==> config.mk <==
export PLATFORM = sky130hd
export DESIGN_NAME = cache_refill_ctrl
export DESIGN_NICKNAME = d
export VERILOG_FILES = /design/src/rtl/cache_refill_ctrl.sv
export SDC_FILE = /design/constraint.sdc
export NUM_CORES = 1
export LEC_CHECK = 0
export BUFFER_PORTS_ARGS = -buffer_cell sky130_fd_sc_hd__buf_2
export CAP_MARGIN = 20
export CORE_AREA = 4 4 267 269
export CTS_BUF_LIST = sky130_fd_sc_hd__clkbuf_16
export CTS_CLUSTER_SIZE = 10
export DETAILED_ROUTE_END_ITERATION = 7
export DIE_AREA = 0 0 271 273
export PLACE_DENSITY = 0.63
export SLEW_MARGIN = 0
export SYNTH_ARGS = -nofsm -noshare
export SYNTH_HDL_FRONTEND = slang
export SYNTH_SLANG_ARGS = --single-unit
==> constraint.sdc <==
create_clock -name clk -period 7.7 [get_ports clk]
set_input_delay 0.77 -clock clk [delete_from_list [all_inputs] [get_ports clk]]
set_output_delay 0.77 -clock clk [all_outputs]
set_load 0.01 [all_outputs]
==> src/rtl/cache_refill_ctrl.sv <==
// rtl/cache_refill_ctrl.sv - single-outstanding line refill engine: miss accept, burst read, beat assembly, cache fill
module cache_refill_ctrl #(
    parameter int ADDR_L = 32,
    parameter int OFS_L  = 6,
    parameter int BEAT_W = 64,
    parameter int LINE_W = 8 * (2 ** OFS_L),
    parameter int BEATS  = LINE_W / BEAT_W,
    parameter int CNT_W  = (BEATS > 1) ? $clog2(BEATS) : 1
) (
    input  logic              clk,
    input  logic              rst,
    input  logic              miss_valid,
    input  logic [ADDR_L-1:0] miss_addr,
    output logic              miss_ready,
    output logic              mem_req,
    output logic [ADDR_L-1:0] mem_addr,
    input  logic              mem_gnt,
    input  logic              mem_rvalid,
    input  logic [BEAT_W-1:0] mem_rdata,
    input  logic              mem_rerr,
    output logic              fill_valid,
    output logic [ADDR_L-1:0] fill_addr,
    output logic [LINE_W-1:0] fill_data,
    output logic              fill_err,
    input  logic              fill_ready
);

    typedef enum logic [1:0] {
        S_IDLE = 2'd0,
        S_REQ  = 2'd1,
        S_DATA = 2'd2,
        S_FILL = 2'd3
    } state_t;

    state_t            state_q, state_d;
    logic [ADDR_L-1:0] base_q, base_d;
    logic [LINE_W-1:0] data_q, data_d;
    logic              err_q, err_d;
    logic [CNT_W-1:0]  cnt_q, cnt_d;
    logic              beat;
    logic              last_beat;

    // Offset bits never reach the memory side; the line is always fetched whole.
    logic unused_ofs;
    assign unused_ofs = ^miss_addr[OFS_L-1:0];

    always_comb begin
        state_d   = state_q;
        base_d    = base_q;
        data_d    = data_q;
        err_d     = err_q;
        cnt_d     = cnt_q;
        // Memory may return beat 0 before or together with the grant.
        beat      = mem_rvalid && ((state_q == S_REQ) || (state_q == S_DATA));
        last_beat = (cnt_q == CNT_W'(BEATS - 1));

        case (state_q)
            S_IDLE: begin
                if (miss_valid) begin
                    base_d  = {miss_addr[ADDR_L-1:OFS_L], {OFS_L{1'b0}}};
                    data_d  = '0;
                    err_d   = 1'b0;
                    cnt_d   = '0;
                    state_d = S_REQ;
                end
            end
            S_REQ: begin
                if (mem_gnt) begin
                    state_d = S_DATA;
                end
            end
            S_DATA: begin
            end
            S_FILL: begin
                if (fill_ready) begin
                    state_d = S_IDLE;
                end
            end
            default: state_d = S_IDLE;
        endcase

        if (beat) begin
            data_d[int'(cnt_q) * BEAT_W +: BEAT_W] = mem_rdata;
            err_d = err_q | mem_rerr;
            cnt_d = last_beat ? '0 : cnt_q + 1'b1;
            if (last_beat) begin
                state_d = S_FILL;
            end
        end
    end

    always_ff @(posedge clk) begin
        if (rst) begin
            state_q <= S_IDLE;
            base_q  <= '0;
            data_q  <= '0;
            err_q   <= 1'b0;
            cnt_q   <= '0;
        end else begin
            state_q <= state_d;
            base_q  <= base_d;
            data_q  <= data_d;
            err_q   <= err_d;
            cnt_q   <= cnt_d;
        end
    end

    assign miss_ready = (state_q == S_IDLE);
    assign mem_req    = (state_q == S_REQ);
    assign mem_addr   = base_q;
    assign fill_valid = (state_q == S_FILL);
    assign fill_addr  = base_q;
    assign fill_data  = data_q;
    assign fill_err   = err_q;

endmodule

==> flow_summary.yaml, run 1 <==
routing:
  drt-wirelength-per-cell_um: 22.20
  dr.pass1.iters: 5
  drc: 0
  vias: 19240
  drtIter0Drc: 1748
  avgViaCountPerCell: 5.102
  routed_wl_um: 83720
  drtAntennaViolNets: 0
yosys:
  synth-xor-area-share_pct: 0
  yosysTopAreaCell: "dfxtp_1"
  synthDistinctLibCells: 35
  synth.most_common_cell: "nand3_1"
  syn_avg_cell_area_um2: 8.776
  ys.flop_type: "dfxtp_1"
  synth-compound-area-share_pct: 16.66
  ys_ff_latch: 544
  synth_top_family_by_area: "simple AND/OR/NAND/NOR gates"
  yosys.area_share.simple_pct: 22.29
  synth_seq_area_share_pct: 53.42
  synthAdderAreaFrac_pct: 0.7365
  post_synth_mux_area_share_pct: 0
  synthArstFlopShare_pct: 0
  synth.top_cells.by_count: "nand3_1, dfxtp_1, o21ai_0"
  netlist_instances: 2323
  synth_area_leaders: "dfxtp_1, nand3_1, o21ai_0"
  ys_warn_count: 0
  synthesis.area_mm2: 0.02039
  synth_top_cell_area_share_pct: 53.42
  synth_edf_count: 0
power:
  peakVddDrop_uv: 142.5
  powerDensity_mw_per_mm2: 242.1
  p_int_uw: 4592
  p_comb_share_pct: 8.7
  clockPowerShare_pct: 45.1
  power_leakage_uw: 0.01057
  power_frac_seq_pct: 46.1
  power_uw: 6238
  power.share.switching_pct: 26.38
  switching_power_uw: 1646
sta:
  grt_setup_unrepaired: "no"
  hold_viol_final: 0
  setup_tns_ps: 0
  min_period_ps: 3714
  timing.max_slew.rel_slack_pct: 15.70
  period_share_pct: 48.23
  finalMaxSlewViolations: 0
  setup_ws_ps: 3986
  clock_skew_ps: 23.89
  whs_ps: 407.4
  fmax_ghz: 0.2693
  setup_violations: 0
  tightest_slew_ps: 1264
die:
  design.portCount: 683
  initial_utilization_pct: 29.72
  fp.dieH_um: 273
  dieArea_mm2: 0.07398
  die_x_um: 271
  rows: 96
  core_area_mm2: 0.06859
placement:
  pre_cts_ws_ps: 4050
  place_congestion: 0.8527
  dpl_cell_area_mm2: 0.02388
  dp_hpwl_um: 58570
  io_buffers: 664
global_routing:
  grt_pass1_wl_um: 120400
  grt_start_max_net_pins: 206
  grt_overflow: 0
  grt_pass1_vias: 17900
  grt_usage_pct: 21.41
  grt_antenna_before_repair: 10
clocking:
  clk_pin_slew_ps: 60
  cts_tree: "yes"
  htreeDepth: 3
  clock_sinks: 544
  clk_path_buf_depth: 3
  clk_latency_ps: 590
  numCtsBuffers: 66
  cts_resized: 0
  cts_setup_buffers: 0
  clock-root-buffer: "clkbuf_16"
  postCtsHoldBufs: 0
cells_and_area:
  fillCellCount: 7107
  design_area_mm2: 0.02576
  syn_to_final_growth_pct: 26.37
  layout.nets: 2934
  drive_gt1_share_pct: 29.67
run_status:
  run_status: "completed"
worst_setup_path:
  crit_chain: "inv_1 > ha_1 > ha_1 > inv_2 > or4b_4 > buf_4 > nand3_1 > o31ai_2"
  cp_slowest_cell: "or4b_4"
  crit_type: "flip-flop to flip-flop"
  cp.arrival_ps: 4150
  worst_path_largest_cell_delay_ps: 870
  critPathRequiredTime_ps: 8130
  setup.worst_path.start_class: "flip-flop"
  crit_fanout: 76
  cp_top_family: "simple AND/OR/NAND/NOR gates"
  worstSetupPathDepth: 8
  crit_top_cell: "ha_1"
  setup.worst_path.end_class: "flip-flop"
  worst-path-buf-inv: 3
  reg2reg_depth: 8
min_path:
  holdPathStages: 3
  hp-class: "input port to flip-flop"
flow_run:
  maxCapViolCount: 0
==> power by group through the flow <==
stage	Clock [uW]	Combinational (uW)	Sequential, uW
6_report	2820	544	2880
3_5_place_dp	0	545	2940
3_3_place_gp	0	543	2940
4_1_cts	2890	546	2880
5_1_grt	3000	582	2880
2_1_floorplan	0	299	2950
==> sequential cells by signal, indices dropped and copies added (netlist names) <==
signal,cells
fill_data,512
fill_err,1
cnt_q,3
state_q,2
fill_addr,26
==> tightest hold or removal path: stages <==
cell     delay (ps)
buf_2            90
nand2_1          50
a21oi_1          50
==> metrics by stage <==
stage	utilization, %	instances
2_1_floorplan	-	2334
3_3_place_gp	34.82	3682
3_5_place_dp	34.82	3682
4_1_cts	37.55	3769
5_1_grt	37.56	3771
6_report	37.56	3771
==> cells by family after synthesis <==
kind of cell / after synthesis
AOI/OAI and AO/OA: 577
adders and majority gates: 12
buffers and inverters: 288
DFF: 544
other: 1
and+or+nand+nor: 901
==> cell type report <==
type	instances	area, um^2	area share (%)
multi-input cells	1502	8195	31.81
diodes	2	5.005	0.01943
inverters	9	33.78	0.1311
clock inverters	18	148.9	0.5780
repair buffers	696	3597	13.96
flip-flops and latches	544	10890	42.27
well taps	931	1165	4.522
clock buffers	69	1727	6.702
==> layer usage <==
metal	GRT usage [%]	part of all wire (%)	up-vias
met5	0	0.0084	-
met4	9.726	4.2	2
met3	4.688	7.8	153
met2	33.10	45	842
met1	28.70	43	9093
li1	-	-	9149
==> path summary, 6_finish.rpt <==
kind / startpoint / endpoint / slack [ps]
hold reg to reg: fill_data[445]$_SDFF_PP0_ / fill_data[445]$_SDFF_PP0_ / 450
setup reg to reg: cnt_q[0]$_SDFFE_PP0P_ / fill_data[262]$_SDFF_PP0_ / 3990
hold / removal: miss_addr[27] / fill_addr[27]$_SDFFE_PP0P_ / 410
setup / recovery: cnt_q[0]$_SDFFE_PP0P_ / fill_data[262]$_SDFF_PP0_ / 3990
==> layout by cell type, fill, tap and decap left out, types with 26 or more instances in the layout <==
cell	synthesis	routed
buf_2	70	663
nand3_1	590	590
dfxtp_1	544	544
o21ai_0	312	312
a21oi_1	161	161
nand2_1	130	129
clkbuf_16	0	69
or3_1	64	62
nand2b_1	60	60
o31ai_2	56	56
buf_4	50	30
nor3_1	30	28
a211oi_1	26	26
Power figures use the tool's default switching activity.
==> inputs of run 2 (changes only) <==
PLACE_DENSITY = 0.65   (was 0.63)
clock period = 3.25 ns   (was 7.7 ns; I/O delays follow)
==> run 2 against run 1 <==
Effect of this change: fmax grew 28%; routed wire length grew 1.7%; flip-flop and latch count is the same; global-route usage grew 0.42 points; largest power group unchanged; register-to-register slack lost 3600 ps; via count grew 0.57%; non-clock buffer count grew 68; die area is the same; hold slack lost 350 ps; largest cell class unchanged.
==> flow_summary.yaml, run 2 (synthesis gave the netlist of run 1 again) <==
run_status:
  run_status: "completed"
routing:
  vias: 19350
  avgViaCountPerCell: 5.044
  routed_wl_um: 85180
  dr.pass1.iters: 6
  drc: 0
  drtIter0Drc: 1357
  drt-wirelength-per-cell_um: 22.21
  drtAntennaViolNets: 0
sta:
  setup_violations: 0
  fmax_ghz: 0.3440
  clock_skew_ps: 25.41
  hold_viol_final: 0
  tightest_slew_ps: 768.5
  timing.max_slew.rel_slack_pct: 48.33
  min_period_ps: 2907
  finalMaxSlewViolations: 0
  period_share_pct: 89.44
  grt_setup_unrepaired: "no"
  setup_tns_ps: 0
  setup_ws_ps: 343.3
placement:
  dp_hpwl_um: 61040
  place_congestion: 0.8269
  dp.cells: 3718
  pre_cts_ws_ps: 316.4
  io_buffers: 664
clocking:
  cts_tree: "yes"
  cts_setup_buffers: 0
  clk_path_buf_depth: 3
  cts_resized: 0
  clk_latency_ps: 580
  htreeDepth: 3
  clk_pin_slew_ps: 50
  clock-root-buffer: "clkbuf_16"
  clock_sinks: 544
  numCtsBuffers: 66
power:
  power_uw: 14780
  peakVddDrop_uv: 331.5
  power_leakage_uw: 0.01097
  powerDensity_mw_per_mm2: 555.7
worst_setup_path:
  cp.arrival_ps: 3350
  crit_fanout: 23
  setup.worst_path.end_class: "flip-flop"
  crit_top_cell: "ha_1"
  worst-path-buf-inv: 3
  cp_slowest_cell: "or3_2"
  critPathRequiredTime_ps: 3700
  worst_path_largest_cell_delay_ps: 720
  crit_chain: "inv_1 > ha_1 > ha_1 > inv_2 > or3_2 > buf_4 > nand3_1 > a21oi_1"
  crit_type: "flip-flop to flip-flop"
  cp_top_family: "simple AND/OR/NAND/NOR gates"
  setup.worst_path.start_class: "flip-flop"
min_path:
  hp-class: "input port to flip-flop"
cells_and_area:
  layout.nets: 3002
  instances_no_fill: 3836
  final_cell_mix: "buf_2, nand3_1, dfxtp_1"
  drive_gt1_share_pct: 30.20
  syn_to_final_growth_pct: 30.44
  mostFrequentLayoutCell: "buf_2"
  largest_reg_flops: 512
global_routing:
  grt_pass1_vias: 18150
  grt_antenna_before_repair: 10
  grt-busiest-layer: "met2"
  grt_use_met3_pct: 5.408
  grt_use_met1_pct: 29.15
  grt_overflow: 0
  grt_pass1_wl_um: 122800
  grt_start_max_net_pins: 129
  grt_usage_pct: 21.84
  gr-usage-met2_pct: 34.38
die:
  design.portCount: 683
  rows: 96
  core_area_mm2: 0.06859
  fp.dieH_um: 273
  initial_utilization_pct: 29.72
  dieArea_mm2: 0.07398
  die_x_um: 271
flow_run:
  maxCapViolCount: 0
## run 2: report_power, final
part | leakage, uW | switching [uW] | internal (uW)
sequential | 0.00439 | 60.9 | 6760
clock | 0.000896 | 2750 | 3730
combinational | 0.00569 | 1070 | 398
total | 0.0110 | 3880 | 10900
## run 2: per-stage QoR
step,hold WS (ps),instance area (um^2),utilization [%]
finish,55.08,26590,38.77
CTS,1.907,26580,38.76
global placement,443.2,24480,35.69
global route,26.71,26580,38.76
floorplan,461.0,20430,-
detailed placement,446.6,24480,35.69
## run 2: final cells by class
cell class / instances / area, um^2
fill: 6961 / 42000
sequential: 544 / 10890
multi-input combinational: 1502 / 8195
timing repair buffer: 764 / 4513
clock buffer: 67 / 1677
tap: 931 / 1165
clock inverter: 15 / 106.4
inverter: 9 / 33.78
antenna: 4 / 10.01
## run 2: path summary, 6_finish.rpt
kind / from / to / slack, ps / cells past startpoint
setup reg to reg: cnt_q[0]$_SDFFE_PP0P_ / fill_data[116]$_SDFF_PP0_ / 340 / 8
hold / removal: mem_rdata[46] / fill_data[366]$_SDFF_PP0_ / 60 / 3
setup / recovery: cnt_q[0]$_SDFFE_PP0P_ / fill_data[116]$_SDFF_PP0_ / 340 / 8
hold reg to reg: fill_data[438]$_SDFF_PP0_ / fill_data[438]$_SDFF_PP0_ / 450 / 2
## run 2: layer usage
| metal | vias up | share of wire (%) |
|---|---|---|
| met5 | - | 0.032 |
| met4 | 4 | 3.3 |
| met3 | 157 | 7.5 |
| met2 | 765 | 45 |
| met1 | 9145 | 44 |
| li1 | 9278 | - |
## run 2: tightest hold or removal path, stage by stage
cell     delay [ps]
buf_2           140
nand3_1          70
a21oi_1          50
## run 2: what timing repair did
action	in CTS	in global routing
hold endpoints to repair	37	0
hold buffers	32	0
endpoints found under the setup margin	0	0
==> inputs of run 3 (changes only) <==
GPL_TIMING_DRIVEN = 0   (was unset)
HOLD_SLACK_MARGIN = 0.08   (was unset)
==> run 3 against run 2 <==
Effect of this change: first-iteration DRC count rose by 27%; largest power group is now the clock network; sequential share of layout area is 1.7 points lower; utilization up 1.7 points; register-to-register slack worse by 200 ps; cell count is 7.2% higher; worst setup slack worse by 200 ps; final area grew 4.3%; highest routed layer unchanged; non-clock buffer count rose by 259; fmax shrank 6.5%.
==> flow_summary.yaml, run 3 (synthesis gave the netlist of run 1 again) <==
run_status:
  run_status: "completed"
worst_setup_path:
  crit_type: "flip-flop to flip-flop"
  crit_top_cell: "buf_2"
  startpoint: "state_q[1]$_SDFF_PP0_"
  worstSetupPathDepth: 10
  crit_fanout: 11
  setup.worst_path.start_class: "flip-flop"
  cp_top_family: "buffers and inverters"
  r2r_end: "fill_data[298]$_SDFF_PP0_"
  worst_path_largest_cell_delay_ps: 490
  reg2reg_from: "state_q[1]$_SDFF_PP0_"
  ff2ff_setup_slack_ps: 140
  crit_chain: "inv_1 > ha_1 > and2_1 > buf_2 > nor2_1 > buf_2 > buf_4 > buf_1 > nand3_1 > o31ai_2"
  reg2reg_depth: 10
  endpoint: "fill_data[298]$_SDFF_PP0_"
  worst-path-buf-inv: 5
  cp.arrival_ps: 3620
  cp_slowest_cell: "buf_1"
  setup.worst_path.end_class: "flip-flop"
  critPathRequiredTime_ps: 3760
cells_and_area:
  fillCellCount: 7069
  multi_input_area_mm2: 0.008159
  final_cell_mix: "buf_2, nand3_1, dfxtp_1"
  drive_gt1_share_pct: 29.84
  layout.nets: 3263
  design_area_mm2: 0.02774
  mostFrequentLayoutCell: "buf_2"
  syn_to_final_growth_pct: 36.07
  largest_reg_flops: 512
  instances_no_fill: 4113
  regArea_mm2: 0.01089
clocking:
  htreeDepth: 3
  numCtsBuffers: 68
  clock_sinks: 544
  clk_latency_ps: 610
  clock-root-buffer: "clkbuf_16"
  clk_path_buf_depth: 3
  clk_pin_slew_ps: 60
  cts_tree: "yes"
power:
  power_leakage_uw: 0.01151
  powerDensity_mw_per_mm2: 554.3
  peakVddDrop_uv: 288.7
placement:
  dpl_cell_area_mm2: 0.02494
  io_buffers: 663
  dp.cells: 3930
  place_congestion: 0.9011
  dp_hpwl_um: 82230
sta:
  setup_violations: 0
  timing.max_slew.rel_slack_pct: 40.45
  finalMaxSlewViolations: 0
  fmax_ghz: 0.3217
  period_share_pct: 95.65
  min_period_ps: 3109
  clock_skew_ps: 15.77
  grt_setup_unrepaired: "no"
  hold_viol_final: 0
  tightest_slew_ps: 893.2
routing:
  avgViaCountPerCell: 5.226
  dr.pass1.iters: 6
  drtAntennaViolNets: 0
  routed_wl_um: 104700
  vias: 21500
  drtIter0Drc: 1718
  drt-wirelength-per-cell_um: 25.45
  drc: 0
die:
  die_x_um: 271
  fp.dieH_um: 273
  design.portCount: 683
  core_area_mm2: 0.06859
  initial_utilization_pct: 29.72
  dieArea_mm2: 0.07398
  rows: 96
flow_run:
  maxCapViolCount: 0
global_routing:
  grt_overflow: 0
  grt_antenna_before_repair: 6
  grt_pass1_wl_um: 146700
  grt_usage_pct: 27.01
  grt_start_max_net_pins: 12
  grt_pass1_vias: 20950
min_path:
  hp-class: "input port to flip-flop"
run 3: changes by cell type in the layout (fill, tap and decap cells not counted), sizes merged:
cell / change
clkinv: +12
buf: +80
dlygate4sd3: +46
clkinvlp: -1
diode: +1
clkbuf: +135
inv: +4
run 3: report_power, final:
group          switching (uW)  internal (uW)  leakage (uW)
logic                    1210            421       0.00614
registers                70.9           6760       0.00439
clock network            2990           3910      0.000991
run 3: repair_timing:
item                                    4_1_cts  5_1_grt
hold endpoints to repair                    185        0
setup buffers                                 2        0
gates resized for setup                      11       12
endpoints found under the setup margin      396       39
pin swaps                                     1        0
hold buffers                                 78        0
run 3: area by class of cell:
cell class | instances | share of cell area [%]
Antenna cell | 5 | 0.04511
Buffer | 278 | 4.984
Clock buffer | 69 | 6.225
Clock inverter | 30 | 0.8209
Inverter | 9 | 0.1218
Multi-Input combinational cell | 1502 | 29.41
Sequential cell | 544 | 39.26
Tap cell | 931 | 4.199
Timing Repair Buffer | 745 | 14.93
run 3: worst min-delay path: cells and delay by family:
family,cells,cell delay (ps)
buffers and inverters,1,190
AO/OA/AOI/OAI,1,60
AND/OR/NAND/NOR,1,100
run 3: worst min-delay path by stage:
stage                     slack (ps)  cells after the start                    endpoint                      start
after floorplan                  460                      2  fill_addr[10]$_SDFFE_PP0P_              miss_addr[10]
after global placement           440                      2   fill_data[445]$_SDFF_PP0_  fill_data[445]$_SDFF_PP0_
after detailed placement         450                      2   fill_data[443]$_SDFF_PP0_  fill_data[443]$_SDFF_PP0_
after CTS                         80                      3   fill_data[507]$_SDFF_PP0_              mem_rdata[59]
after global routing             110                      3   fill_data[355]$_SDFF_PP0_              mem_rdata[35]
final                            120                      3    fill_data[97]$_SDFF_PP0_              mem_rdata[33]
run 3: metrics by stage:
step | worst slack [ps] | power, uW | TNS (ps) | util, % | hold slack, ps
finish | 141.4 | 15370 | 0 | 40.44 | 120.4
global route | 1.085 | 15840 | 0 | 40.43 | 109.2
CTS | 73.57 | 15470 | 0 | 40.41 | 82.53
detailed placement | -848.7 | 8512 | -123520 | 36.37 | 448.9
global placement | -1258 | 8502 | -137600 | 36.32 | 443.1
floorplan | 801.4 | 7703 | 0 | - | 461.0
run 3: routing by layer:
layer  part of all wire, %  GRT usage [%]  vias to the layer above
met5                 0.024              0                        -
met4                   4.3          11.57                        4
met3                   9.7          8.235                      204
met2                    47          45.61                     1089
met1                    39          31.89                    10370
li1                      -              -                     9834
